--- src/rtl/hdmi_data_island_pkg.sv ---
// Shared constants and helpers for the HDMI data island packet path.
// The BCH step is the single-bit LFSR update shared by the encoder and decoder.
package hdmi_data_island_pkg;

    localparam logic [7:0] BCH_POLY            = 8'h83;
    localparam int         PACKET_CLOCKS       = 32;
    localparam int         HEADER_DATA_BITS    = 24;
    localparam int         SUBPACKET_DATA_BITS = 56;
    localparam int         PARITY_BITS         = 8;

    localparam logic [0:0] STATE_IDLE      = 1'b0;
    localparam logic [0:0] STATE_RECEIVING = 1'b1;

    typedef logic [SUBPACKET_DATA_BITS-1:0] subpacket_t;

    function automatic logic [PARITY_BITS-1:0] bch_step(input logic [PARITY_BITS-1:0] p,
                                                        input logic d);
        logic f;
        f = d ^ p[0];
        return {1'b0, p[PARITY_BITS-1:1]} ^ (f ? BCH_POLY : 8'h00);
    endfunction

endpackage

--- src/rtl/bch_parity_accumulator.sv ---
// Running BCH parity over a bit stream, BITS_PER_CLOCK bits per enabled clock, data[0] first.
// A clear on an enabled clock restarts from zero and still consumes that clock's bits.
module bch_parity_accumulator
    import hdmi_data_island_pkg::*;
#(
    parameter int BITS_PER_CLOCK = 1
) (
    input  logic                      clock,
    input  logic                      nReset,
    input  logic                      clear,
    input  logic                      enable,
    input  logic [BITS_PER_CLOCK-1:0] data,
    output logic [PARITY_BITS-1:0]    parity
);

    logic [PARITY_BITS-1:0] next_parity;

    always_comb begin
        next_parity = clear ? '0 : parity;
        for (int b = 0; b < BITS_PER_CLOCK; b++) begin
            next_parity = bch_step(next_parity, data[b]);
        end
    end

    always_ff @(posedge clock or negedge nReset) begin
        if (!nReset) begin
            parity <= '0;
        end else if (enable) begin
            parity <= next_parity;
        end else if (clear) begin
            parity <= '0;
        end
    end

endmodule

--- src/rtl/data_island_packet_deserializer.sv ---
// Reassembles one HDMI data island packet (header + four subpackets) from TERC4 nibbles
// over 32 clocks and flags BCH parity mismatches per block.
module data_island_packet_deserializer
    import hdmi_data_island_pkg::*;
(
    input  logic        clock,
    input  logic        nReset,
    input  logic        dataIslandActive,
    input  logic [3:0]  terc4channel0,
    input  logic [3:0]  terc4channel1,
    input  logic [3:0]  terc4channel2,
    output logic [23:0] header,
    output logic [55:0] subpacket0,
    output logic [55:0] subpacket1,
    output logic [55:0] subpacket2,
    output logic [55:0] subpacket3,
    output logic        packetValid,
    output logic [4:0]  eccError,
    output logic        packetAborted,
    output logic        hsync,
    output logic        vsync
);

    logic [0:0]       state;
    logic [4:0]       count;
    logic [23:0]      hdr_data;
    subpacket_t [3:0] sp_data;
    logic [6:0]       hdr_par_rx;
    logic [3:0][5:0]  sp_par_rx;
    logic [7:0]       hdr_par_calc;
    logic [3:0][7:0]  sp_par_calc;

    logic       start, receiving, capture, complete, abort, hdr_en, sp_en;
    logic [4:0] bit_idx;

    // A start marker always means "this clock is bit 0", even mid-packet.
    assign start     = dataIslandActive && !terc4channel0[3];
    assign receiving = (state == STATE_RECEIVING);
    assign capture   = dataIslandActive && (start || receiving);
    assign bit_idx   = start ? 5'd0 : count;
    assign complete  = receiving && dataIslandActive && !start && (count == 5'(PACKET_CLOCKS - 1));
    assign abort     = receiving && (!dataIslandActive || start);
    assign hdr_en    = capture && (bit_idx < 5'(HEADER_DATA_BITS));
    assign sp_en     = capture && (bit_idx < 5'(SUBPACKET_DATA_BITS / 2));

    bch_parity_accumulator #(.BITS_PER_CLOCK(1)) u_hdr_bch (
        .clock  (clock),
        .nReset (nReset),
        .clear  (start),
        .enable (hdr_en),
        .data   (terc4channel0[2]),
        .parity (hdr_par_calc)
    );

    for (genvar i = 0; i < 4; i++) begin : g_sp
        bch_parity_accumulator #(.BITS_PER_CLOCK(2)) u_sp_bch (
            .clock  (clock),
            .nReset (nReset),
            .clear  (start),
            .enable (sp_en),
            .data   ({terc4channel2[i], terc4channel1[i]}),
            .parity (sp_par_calc[i])
        );
    end

    // Received parity fills from the top so the first parity bit lands at bit 0;
    // the final bit arrives on the completion clock and is merged combinationally.
    always_ff @(posedge clock or negedge nReset) begin
        if (!nReset) begin
            hdr_data   <= '0;
            sp_data    <= '0;
            hdr_par_rx <= '0;
            sp_par_rx  <= '0;
        end else if (capture && !complete) begin
            if (hdr_en) begin
                hdr_data[bit_idx] <= terc4channel0[2];
            end else begin
                hdr_par_rx <= {terc4channel0[2], hdr_par_rx[6:1]};
            end
            for (int i = 0; i < 4; i++) begin
                if (sp_en) begin
                    sp_data[i][{bit_idx, 1'b0} +: 2] <= {terc4channel2[i], terc4channel1[i]};
                end else begin
                    sp_par_rx[i] <= {terc4channel2[i], terc4channel1[i], sp_par_rx[i][5:2]};
                end
            end
        end
    end

    always_ff @(posedge clock or negedge nReset) begin
        if (!nReset) begin
            state         <= STATE_IDLE;
            count         <= '0;
            header        <= '0;
            subpacket0    <= '0;
            subpacket1    <= '0;
            subpacket2    <= '0;
            subpacket3    <= '0;
            eccError      <= '0;
            packetValid   <= 1'b0;
            packetAborted <= 1'b0;
        end else begin
            packetValid   <= complete;
            packetAborted <= abort;
            if (complete) begin
                state      <= STATE_IDLE;
                count      <= '0;
                header     <= hdr_data;
                subpacket0 <= sp_data[0];
                subpacket1 <= sp_data[1];
                subpacket2 <= sp_data[2];
                subpacket3 <= sp_data[3];
                eccError[0] <= hdr_par_calc != {terc4channel0[2], hdr_par_rx};
                for (int i = 0; i < 4; i++) begin
                    eccError[1+i] <= sp_par_calc[i] !=
                                     {terc4channel2[i], terc4channel1[i], sp_par_rx[i]};
                end
            end else if (capture) begin
                state <= STATE_RECEIVING;
                count <= bit_idx + 5'd1;
            end else begin
                state <= STATE_IDLE;
                count <= '0;
            end
        end
    end

    always_ff @(posedge clock or negedge nReset) begin
        if (!nReset) begin
            hsync <= 1'b0;
            vsync <= 1'b0;
        end else if (dataIslandActive) begin
            hsync <= terc4channel0[0];
            vsync <= terc4channel0[1];
        end
    end

endmodule

--- config.mk ---
export PLATFORM = sky130hd
export DESIGN_NAME = data_island_packet_deserializer
export DESIGN_NICKNAME = d
export VERILOG_FILES = /design/src/rtl/hdmi_data_island_pkg.sv /design/src/rtl/bch_parity_accumulator.sv /design/src/rtl/data_island_packet_deserializer.sv
export SDC_FILE = /design/constraint.sdc
export NUM_CORES = 1
export LEC_CHECK = 0
export BUFFER_PORTS_ARGS = -buffer_cell sky130_fd_sc_hd__buf_2
export CORE_MARGIN = 2
export CORE_UTILIZATION = 35
export CTS_CLUSTER_DIAMETER = 200
export DETAILED_ROUTE_END_ITERATION = 16
export GPL_TIMING_DRIVEN = 0
export PLACE_DENSITY = 0.62
export SYNTH_ARGS = -nofsm -noshare
export SYNTH_HDL_FRONTEND = slang
export SYNTH_SLANG_ARGS = --single-unit
--- constraint.sdc ---
create_clock -name clock -period 6.96 [get_ports clock]
set_input_delay 1.044 -clock clock [delete_from_list [all_inputs] [get_ports clock]]
set_output_delay 1.044 -clock clock [all_outputs]
set_load 0.03 [all_outputs]
==> results.sh, run 1 <==
export IMPL_dieArea_mm2=0.0688
export IMPL_path_clk_slew_ps=60
export IMPL_fin_crit_ps=5190
export IMPL_drc=0
export IMPL_stdcell_count=2832
export IMPL_p_per_area_mw_per_mm2=265
export IMPL_synth_ff_type="dfrtp_1"
export IMPL_drt_wirelength_per_cell_um=22.2
export IMPL_place_inst=2718
export IMPL_rsz0062_at_grt="no"
export IMPL_ys_types=58
export IMPL_syn_inst=1579
export IMPL_clockRootBuffer="clkbuf_16"
export IMPL_ir_drop_uv=190
export IMPL_finalSetupViolCount=0
export IMPL_grt_ovfl_total=0
export IMPL_slowest_delay_ps=970
export IMPL_hpwl_mm=43.8
export IMPL_cts_hold_buf=0
export IMPL_drtIter0Drc=812
export IMPL_cts_resized=0
export IMPL_status="finished clean"
export IMPL_synth_top_area_share=0.623
export IMPL_maxSlewViolCount=0
export IMPL_num_vias=13917
export IMPL_critPathMaxFanout=10
export IMPL_arrival_ps=5690
export IMPL_synth_area_mm2=0.0234
export IMPL_numCtsBuffers=67
export IMPL_crit_path_end_kind="flop"
export IMPL_startpoint="terc4channel0[3]"
export IMPL_crit_chain="buf_2, buf_2, nand2b_1, buf_2, buf_1, clkbuf_1, nand2_1, ha_1, clkbuf_1, inv_1, a21oi_1, nand2_1, nor3_2, mux2_2"
export IMPL_synth_seq_cells=582
export IMPL_synth_area_leader_cell="dfrtp_1"
export IMPL_clk_path_buf_depth=3
export IMPL_hold_path_class="in2async"
export IMPL_cts_tree="done"
export IMPL_fin_worst_skew_ps=19.5
export IMPL_coreArea_mm2=0.0660
export IMPL_maxSlewHeadroom=0.205
export IMPL_syn_nets=1599
export IMPL_rows=94
export IMPL_nets=1943
export IMPL_finalInstanceArea_mm2=0.0281
export IMPL_min_period_over_period=0.746
export IMPL_crit_path_frequent_cell="buf_2"
export IMPL_timing_final_ws_setup_ps=1770
export IMPL_antenna_found_initial=4
export IMPL_post_place_ws_ps=1130
export IMPL_grt_use_total=0.183
export IMPL_cpMaxStageDelayCell="nor3_2"
export IMPL_p_leak_nw=14.7
export IMPL_dr_pass1_iters=5
export IMPL_grt_max_degree=128
export IMPL_portBuffers=270
export IMPL_placed_area_mm2=0.0259
export IMPL_die_x_um=262
export IMPL_critPathLaunchType="primary input"
export IMPL_antenna_left=0
export IMPL_via_per_inst=4.91
export IMPL_critPathKind="in2reg"
export IMPL_async_flop_share=1.00
export IMPL_tightest_slew_ps=1190
export IMPL_htree_levels=3
export IMPL_r2r_start="count[0]"
export IMPL_die_height_um=262
export IMPL_clock_sinks=582
export IMPL_cts_setup_buffers=0
export IMPL_routabilityCongestion=0.832
export IMPL_clkLatencyLatePin_ps=610
export IMPL_io_pins=272
export IMPL_crit_required_ps=7450
export IMPL_drt_total_wl_mm=62.7
export IMPL_yosys_top_cells_area="dfrtp_1, mux2_2, xor2_1"
export IMPL_hold_viol_final=0
export IMPL_synth_area_per_cell_um2=14.8
export IMPL_drive_above_1_share=0.495
export IMPL_grt_pass1_wl_mm=95.5
export IMPL_maxCapViolCount=0
export IMPL_maxClockFrequency_ghz=0.193
export IMPL_seq_area_frac_synth=0.623
export IMPL_ys_warn_count=0
export IMPL_grt_pass1_vias=14889
export IMPL_start_util=0.354
export IMPL_synth_edf_count=0
export IMPL_syn2layout_area_growth_pct=20.1
-- through the flow --
stage | hold WS [ps] | power (mW) | utilization | setup TNS [ps]
after floorplan | 474 | 3.94 | - | 0
after global placement | 481 | 4.12 | 0.391 | -3918910
after detailed placement | 487 | 4.15 | 0.393 | 0
after CTS | 328 | 7.55 | 0.425 | 0
after global routing | 363 | 7.77 | 0.425 | 0
final | 363 | 7.45 | 0.425 | 0
-- final timing paths --
kind                                  end  slack (ps)  cells past startpoint
hold reg to reg            subpacket3[44]         490                      1
max in group asynchronous  subpacket1[29]        4740                      4
hold / removal               sp_data[112]         360                      1
setup reg to reg             sp_data[111]        2940                      9
setup / recovery             sp_data[101]        1770                     14
min in group clock         subpacket3[44]         490                      1
-- worst max-delay path, delay by kind of cell --
family	cells	cell delay, ps
buf+inv	7	2050
simple gates	4	1620
mux	1	430
fa+ha+maj	1	340
compound gates	1	200
-- power by group --
part | internal, mW | switching (mW)
registers | 3.50 | 0.102
logic | 0.191 | 0.289
clock network | 1.95 | 1.41
-- cells by family (layout without fill, tap and decap cells) --
group | Yosys count | after routing | synth area share
other cells | 0 | 2 | 0
fa+ha+maj | 5 | 5 | 0.00268
mux | 535 | 535 | 0.259
flops | 582 | 582 | 0.623
compound gates | 68 | 68 | 0.0182
simple gates | 214 | 214 | 0.0510
xor+xnor | 69 | 69 | 0.0259
buf+inv | 106 | 493 | 0.0203
-- metal layers --
metal / global-route usage / share of wire / vias up
li1: - / - / 6220
met1: 0.229 / 0.42 / 7298
met2: 0.311 / 0.50 / 333
met3: 0.0512 / 0.062 / 66
met4: 0.0534 / 0.019 / 0
met5: 0 / 0 / -
-- sequential cells by signal, summed over array words and instances (netlist names), 5 cells and up --
signal,cells
count,5
eccError,5
g_sp.u_sp_bch.parity,32
hdr_data,24
hdr_par_rx,7
header,24
sp_data,224
sp_par_rx,24
subpacket0,56
subpacket1,56
subpacket2,56
subpacket3,56
u_hdr_bch.parity,8
-- area by class of cell --
| class | instances | area, um^2 |
|---|---|---|
| clock buffers | 93 | 1930 |
| clock inverters | 19 | 186 |
| flip-flops and latches | 582 | 14600 |
| multi-input cells | 891 | 8330 |
| plain buffers | 98 | 444 |
| inverters | 8 | 30.0 |
| well taps | 864 | 1080 |
| diodes | 2 | 5.00 |
| fillers | 5995 | 37900 |
| repair buffers | 275 | 1500 |
-- Yosys cell counts (all sizes together) (3+ instances only) --
master,n
or4,3
a21oi,27
nand4b,5
nand4,6
clkbuf,56
xnor2,16
inv,8
nand2,68
nor2,48
nor4,14
xor2,53
and3,3
or3,6
o21ai,17
buf,42
mux2,529
nor3,18
dfrtp,582
nand3,26
a31oi,7
mux2i,6
ha,5
and2,9
-- placed cells by master (no fill, tap or decap), drive strengths merged, types with 2 or more instances in the layout --
cell type | synthesis | final
dfrtp | 582 | 582
mux2 | 529 | 529
buf | 42 | 317
clkbuf | 56 | 149
nand2 | 68 | 68
xor2 | 53 | 53
nor2 | 48 | 48
a21oi | 27 | 27
nand3 | 26 | 26
nor3 | 18 | 18
o21ai | 17 | 17
xnor2 | 16 | 16
nor4 | 14 | 14
clkinv | 0 | 14
inv | 8 | 12
and2 | 9 | 9
a31oi | 7 | 7
nand4 | 6 | 6
mux2i | 6 | 6
or3 | 6 | 6
ha | 5 | 5
nand4b | 5 | 5
and3 | 3 | 3
or4 | 3 | 3
diode | 0 | 2
nand2b | 2 | 2
a211o | 2 | 2
o22ai | 2 | 2
o21a | 2 | 2
a31o | 2 | 2
a21boi | 2 | 2
Note: power is estimated with default switching activity, not from simulation.
==> run 2, diff against run 1 <==
==> constraint.sdc (replaced) <==
create_clock -name clock -period 5.2 [get_ports clock]
set_input_delay 0.78 -clock clock [delete_from_list [all_inputs] [get_ports clock]]
set_output_delay 0.78 -clock clock [all_outputs]
set_load 0.03 [all_outputs]
==> results.sh, run 2 (same netlist as run 1, synthesis figures left out) <==
export IMPL_drtIter0Drc=786
export IMPL_p_per_area_mw_per_mm2=355
export IMPL_crit_family="buffers and inverters"
export IMPL_largest_reg_flops=224
export IMPL_hpwl_mm=43.8
export IMPL_holdWs_ps=93.8
export IMPL_htree_levels=3
export IMPL_rsz0062_at_grt="no"
export IMPL_die_height_um=262
export IMPL_drc=0
export IMPL_rr_worst_depth=9
export IMPL_maxClockFrequency_ghz=0.205
export IMPL_worst_path_buf_inv=7
export IMPL_p_int_mw=7.56
export IMPL_largest_register="sp_data"
export IMPL_status="finished clean"
export IMPL_start_util=0.354
export IMPL_arrival_ps=5360
export IMPL_grt_max_degree=128
export IMPL_dieArea_mm2=0.0688
export IMPL_portBuffers=270
export IMPL_crit_chain="buf_2, buf_2, nand2b_1, buf_2, buf_1, clkbuf_1, nand2_1, ha_1, clkbuf_1, inv_1, a21oi_1, nand4_1, nor3_2, mux2_2"
export IMPL_antenna_found_initial=4
export IMPL_fill_cells=5995
export IMPL_antenna_left=0
export IMPL_place_inst=2718
export IMPL_reg2reg_slack_ps=1290
export IMPL_reg2reg_to="sp_data[76]"
export IMPL_cpMaxStageDelayCell="nor3_2"
export IMPL_rows=94
export IMPL_crit_path_end_kind="flop"
export IMPL_drt_total_wl_mm=62.7
export IMPL_fin_worst_skew_ps=19.8
export IMPL_tightest_slew_ps=1180
export IMPL_drive_above_1_share=0.495
export IMPL_nets=1943
export IMPL_critPathMaxFanout=10
export IMPL_hold_viol_final=0
export IMPL_drt_wirelength_per_cell_um=22.1
export IMPL_p_comb_frac=0.065
export IMPL_stdcell_count=2832
export IMPL_hold_path_class="in2async"
export IMPL_crit_required_ps=5680
export IMPL_die_x_um=262
export IMPL_r2r_start="count[0]"
export IMPL_min_period_over_period=0.940
export IMPL_clock_sinks=582
export IMPL_cts_hold_buf=0
export IMPL_syn2layout_area_growth_pct=20.2
export IMPL_layout_common_cells="dfrtp_1, mux2_2, buf_2, nand2_1, clkbuf_16"
export IMPL_io_pins=272
export IMPL_fin_crit_ps=4890
export IMPL_coreArea_mm2=0.0660
export IMPL_ir_drop_uv=254
export IMPL_grt_ovfl_total=0
export IMPL_routabilityCongestion=0.832
export IMPL_via_per_inst=4.91
export IMPL_clockRootBuffer="clkbuf_16"
export IMPL_dr_pass1_iters=5
export IMPL_clkLatencyLatePin_ps=610
export IMPL_path_clk_slew_ps=60
export IMPL_grt_use_total=0.183
export IMPL_maxCapViolCount=0
export IMPL_grt_pass1_vias=14889
export IMPL_final_common_cell="dfrtp_1"
export IMPL_grt_pass1_wl_mm=95.5
export IMPL_finalSetupViolCount=0
export IMPL_cts_tree="done"
export IMPL_switchingPower_mw=2.41
export IMPL_cts_setup_buffers=0
export IMPL_p_leak_nw=14.8
export IMPL_num_vias=13902
export IMPL_slowest_delay_ps=850
export IMPL_critPathKind="in2reg"
export IMPL_clockPowerShare=0.451
export IMPL_cts_resized=0
export IMPL_maxSlewViolCount=0
export IMPL_fin_tns_setup_ps=0
export IMPL_critPathLaunchType="primary input"
export IMPL_maxSlewHeadroom=0.210
export IMPL_sw_frac_of_total=0.241
export IMPL_total_power_mw=9.97
export IMPL_seqPwrFrac=0.484
export IMPL_numCtsBuffers=67
export IMPL_crit_path_frequent_cell="buf_2"
export IMPL_clk_path_buf_depth=3
## run 2: worst max path at each step
stage                     start        endpoint  slack, ps  cells after the start
6_report       terc4channel0[3]     sp_data[76]        310                     14
4_1_cts        terc4channel0[3]    sp_data[111]        270                     14
5_1_grt        terc4channel0[3]    sp_data[132]         20                     14
2_1_floorplan  terc4channel0[3]    sp_data[130]       1210                     14
3_3_place_gp             nReset  subpacket1[32]      -8310                      1
3_5_place_dp   terc4channel0[3]     sp_data[54]       -370                     14
## run 2: area by class of cell
class                      count  area [um^2]  share of cell area
buffer                        98          444              0.0158
multi-input combinational    891         8340               0.297
clock buffer                  93         1930              0.0689
antenna                        2         5.00            0.000178
timing repair buffer         275         1500              0.0534
tap                          864         1080              0.0385
inverter                       8         30.0             0.00107
sequential                   582        14600               0.519
clock inverter                19          186             0.00664
## run 2: power groups by stage
stage / Clock, mW / Combinational [mW] / Sequential (mW)
after floorplan: 0 / 0.409 / 4.87
after global placement: 0 / 0.619 / 4.90
after detailed placement: 0 / 0.649 / 4.91
after CTS: 4.63 / 0.652 / 4.82
after global routing: 4.84 / 0.720 / 4.84
final: 4.50 / 0.643 / 4.83
## run 2: through the flow
stage	worst slack, ps	utilization	area [um^2]
after global routing	23.1	0.426	28100
after detailed placement	-369	0.393	25900
final	312	0.426	28100
after global placement	-8310	0.391	25800
after CTS	267	0.425	28100
after floorplan	1210	-	23400
## run 2: worst register-to-register path, delay by kind of cell (launching register included)
kind / cells / cell delay [ps]
compound gates: 1 / 200
fa+ha+maj: 1 / 390
buf+inv: 3 / 870
flops: 1 / 420
mux: 1 / 430
simple gates: 3 / 1480
## run 2: per-layer routing
| metal | up-vias | wire (um) | track usage |
|---|---|---|---|
| li1 | 6221 | - | - |
| met1 | 7296 | 26600 | 0.229 |
| met2 | 317 | 30900 | 0.311 |
| met3 | 68 | 3930 | 0.0512 |
| met4 | 0 | 1250 | 0.0534 |
| met5 | - | 0 | 0 |
==> run 3, diff against run 2 <==
--- a/config.mk
+++ b/config.mk
@@ -6,12 +6,15 @@
 export NUM_CORES = 1
 export LEC_CHECK = 0
 export BUFFER_PORTS_ARGS = -buffer_cell sky130_fd_sc_hd__buf_2
+export CELL_PAD_IN_SITES_DETAIL_PLACEMENT = 1
+export CELL_PAD_IN_SITES_GLOBAL_PLACEMENT = 2
 export CORE_MARGIN = 2
 export CORE_UTILIZATION = 35
+export CTS_BUF_LIST = sky130_fd_sc_hd__clkbuf_4 sky130_fd_sc_hd__clkbuf_8
 export CTS_CLUSTER_DIAMETER = 200
 export DETAILED_ROUTE_END_ITERATION = 16
 export GPL_TIMING_DRIVEN = 0
-export PLACE_DENSITY = 0.62
+export PLACE_DENSITY = 0.81
 export SYNTH_ARGS = -nofsm -noshare
 export SYNTH_HDL_FRONTEND = slang
 export SYNTH_SLANG_ARGS = --single-unit
==> constraint.sdc (replaced) <==
create_clock -name clock -period 4.1 [get_ports clock]
set_input_delay 0.615 -clock clock [delete_from_list [all_inputs] [get_ports clock]]
set_output_delay 0.615 -clock clock [all_outputs]
set_load 0.03 [all_outputs]
==> results.sh, run 3 (same netlist as run 1, synthesis figures left out) <==
export IMPL_hpwl_mm=46.5
export IMPL_largest_register="sp_data"
export IMPL_total_power_mw=12.4
export IMPL_clockRootBuffer="clkbuf_8"
export IMPL_critPathLaunchType="primary input"
export IMPL_slowest_delay_ps=830
export IMPL_path_clk_slew_ps=60
export IMPL_drt_wirelength_per_cell_um=23.0
export IMPL_maxSlewHeadroom=0.163
export IMPL_start_util=0.354
export IMPL_final_common_cell="dfrtp_1"
export IMPL_routabilityCongestion=0.809
export IMPL_hold_viol_final=0
export IMPL_p_leak_nw=14.9
export IMPL_layout_common_cells="dfrtp_1, mux2_2, buf_2, clkbuf_8, nand2_1"
export IMPL_num_vias=14271
export IMPL_critPathMaxFanout=10
export IMPL_fin_worst_skew_ps=23.1
export IMPL_htree_levels=3
export IMPL_worst_path_buf_inv=6
export IMPL_nets=1972
export IMPL_p_per_area_mw_per_mm2=441
export IMPL_grt_max_degree=130
export IMPL_grt_ovfl_total=0
export IMPL_syn2layout_area_growth_pct=20.3
export IMPL_drt_total_wl_mm=66.2
export IMPL_largest_reg_flops=224
export IMPL_drc=0
export IMPL_finalSetupViolCount=0
export IMPL_clock_sinks=582
export IMPL_cts_tree="done"
export IMPL_maxCapViolCount=0
export IMPL_tightest_slew_ps=1250
export IMPL_clkLatencyLatePin_ps=700
export IMPL_coreArea_mm2=0.0660
export IMPL_hold_path_class="in2reg"
export IMPL_antenna_left=0
export IMPL_fin_tns_setup_ps=0
export IMPL_grt_pass1_vias=15880
export IMPL_ir_drop_uv=222
export IMPL_drive_above_1_share=0.519
export IMPL_critPathKind="in2reg"
export IMPL_diodes=0
export IMPL_dieArea_mm2=0.0688
export IMPL_clk_path_buf_depth=3
export IMPL_die_x_um=262
export IMPL_portBuffers=270
export IMPL_crit_required_ps=4670
export IMPL_min_period_over_period=0.968
export IMPL_drtIter0Drc=526
export IMPL_via_per_inst=4.95
export IMPL_numCtsBuffers=98
export IMPL_reg2reg_slack_ps=320
export IMPL_grt_use_total=0.194
export IMPL_crit_path_frequent_cell="buf_2"
export IMPL_cpMaxStageDelayCell="nor3_2"
export IMPL_arrival_ps=4540
export IMPL_crit_chain="buf_2, buf_2, nand2b_1, buf_2, buf_2, clkbuf_2, nand2_1, ha_2, inv_1, a21oi_1, nand2_1, nor3_2, mux2_2"
export IMPL_dr_pass1_iters=4
export IMPL_status="finished clean"
export IMPL_crit_family="simple AND/OR/NAND/NOR gates"
export IMPL_fin_crit_ps=3970
export IMPL_die_height_um=262
export IMPL_crit_path_end_kind="flop"
export IMPL_antenna_found_initial=3
export IMPL_rows=94
export IMPL_maxClockFrequency_ghz=0.252
export IMPL_io_pins=272
export IMPL_grt_pass1_wl_mm=101
export IMPL_maxSlewViolCount=0
run 3: report_power, final:
part | internal (mW) | total (mW) | switching, mW
clock | 3.07 | 5.43 | 2.36
sequential | 5.95 | 6.13 | 0.177
combinational | 0.327 | 0.836 | 0.510
run 3: per-layer routing:
| layer | up-vias | routed length (um) | GRT usage |
|---|---|---|---|
| met5 | - | 13 | 0 |
| met2 | 306 | 33200 | 0.330 |
| met3 | 107 | 3880 | 0.0541 |
| met4 | 2 | 1610 | 0.0668 |
| met1 | 7567 | 27500 | 0.235 |
| li1 | 6289 | - | - |
run 3: final timing paths:
check | cells past startpoint | to | startpoint
worst max-delay path | 13 | sp_data[13] | terc4channel0[3]
worst min-delay path | 2 | hsync | terc4channel0[0]
worst max register to register | 8 | sp_data[13] | count[0]
worst min register to register | 1 | subpacket2[42] | sp_data[154]
max in group asynchronous | 5 | subpacket3[46] | nReset
min in group asynchronous | 2 | header[9] | nReset
run 3: what timing repair did:
item | 4_1_cts | 5_1_grt
gates resized for setup | 7 | 8
endpoints found under the setup margin | 208 | 116
hold buffers | 1 | 0
buffers inserted | 0 | 2
pin swaps | 0 | 3
hold endpoints to repair | 70 | 0
run 3: through the flow:
stage | setup slack, ps | cells | area (um^2) | utilization | hold slack (ps)
after floorplan | 275 | 1579 | 23400 | - | 319
after global placement | -9340 | 2713 | 25800 | 0.391 | 482
after detailed placement | -1440 | 2718 | 25900 | 0.393 | 488
after CTS | 58.5 | 2884 | 28000 | 0.425 | 86.2
after global routing | -1.86 | 2882 | 28100 | 0.426 | 132
final | 132 | 2882 | 28100 | 0.426 | 155
run 3: cell type report:
cell class | count | area [um^2]
fill | 6784 | 37900
sequential | 582 | 14600
multi-input combinational | 891 | 8390
clock buffer | 153 | 1910
timing repair buffer | 278 | 1550
tap | 864 | 1080
buffer | 93 | 429
clock inverter | 13 | 154
inverter | 8 | 30.0
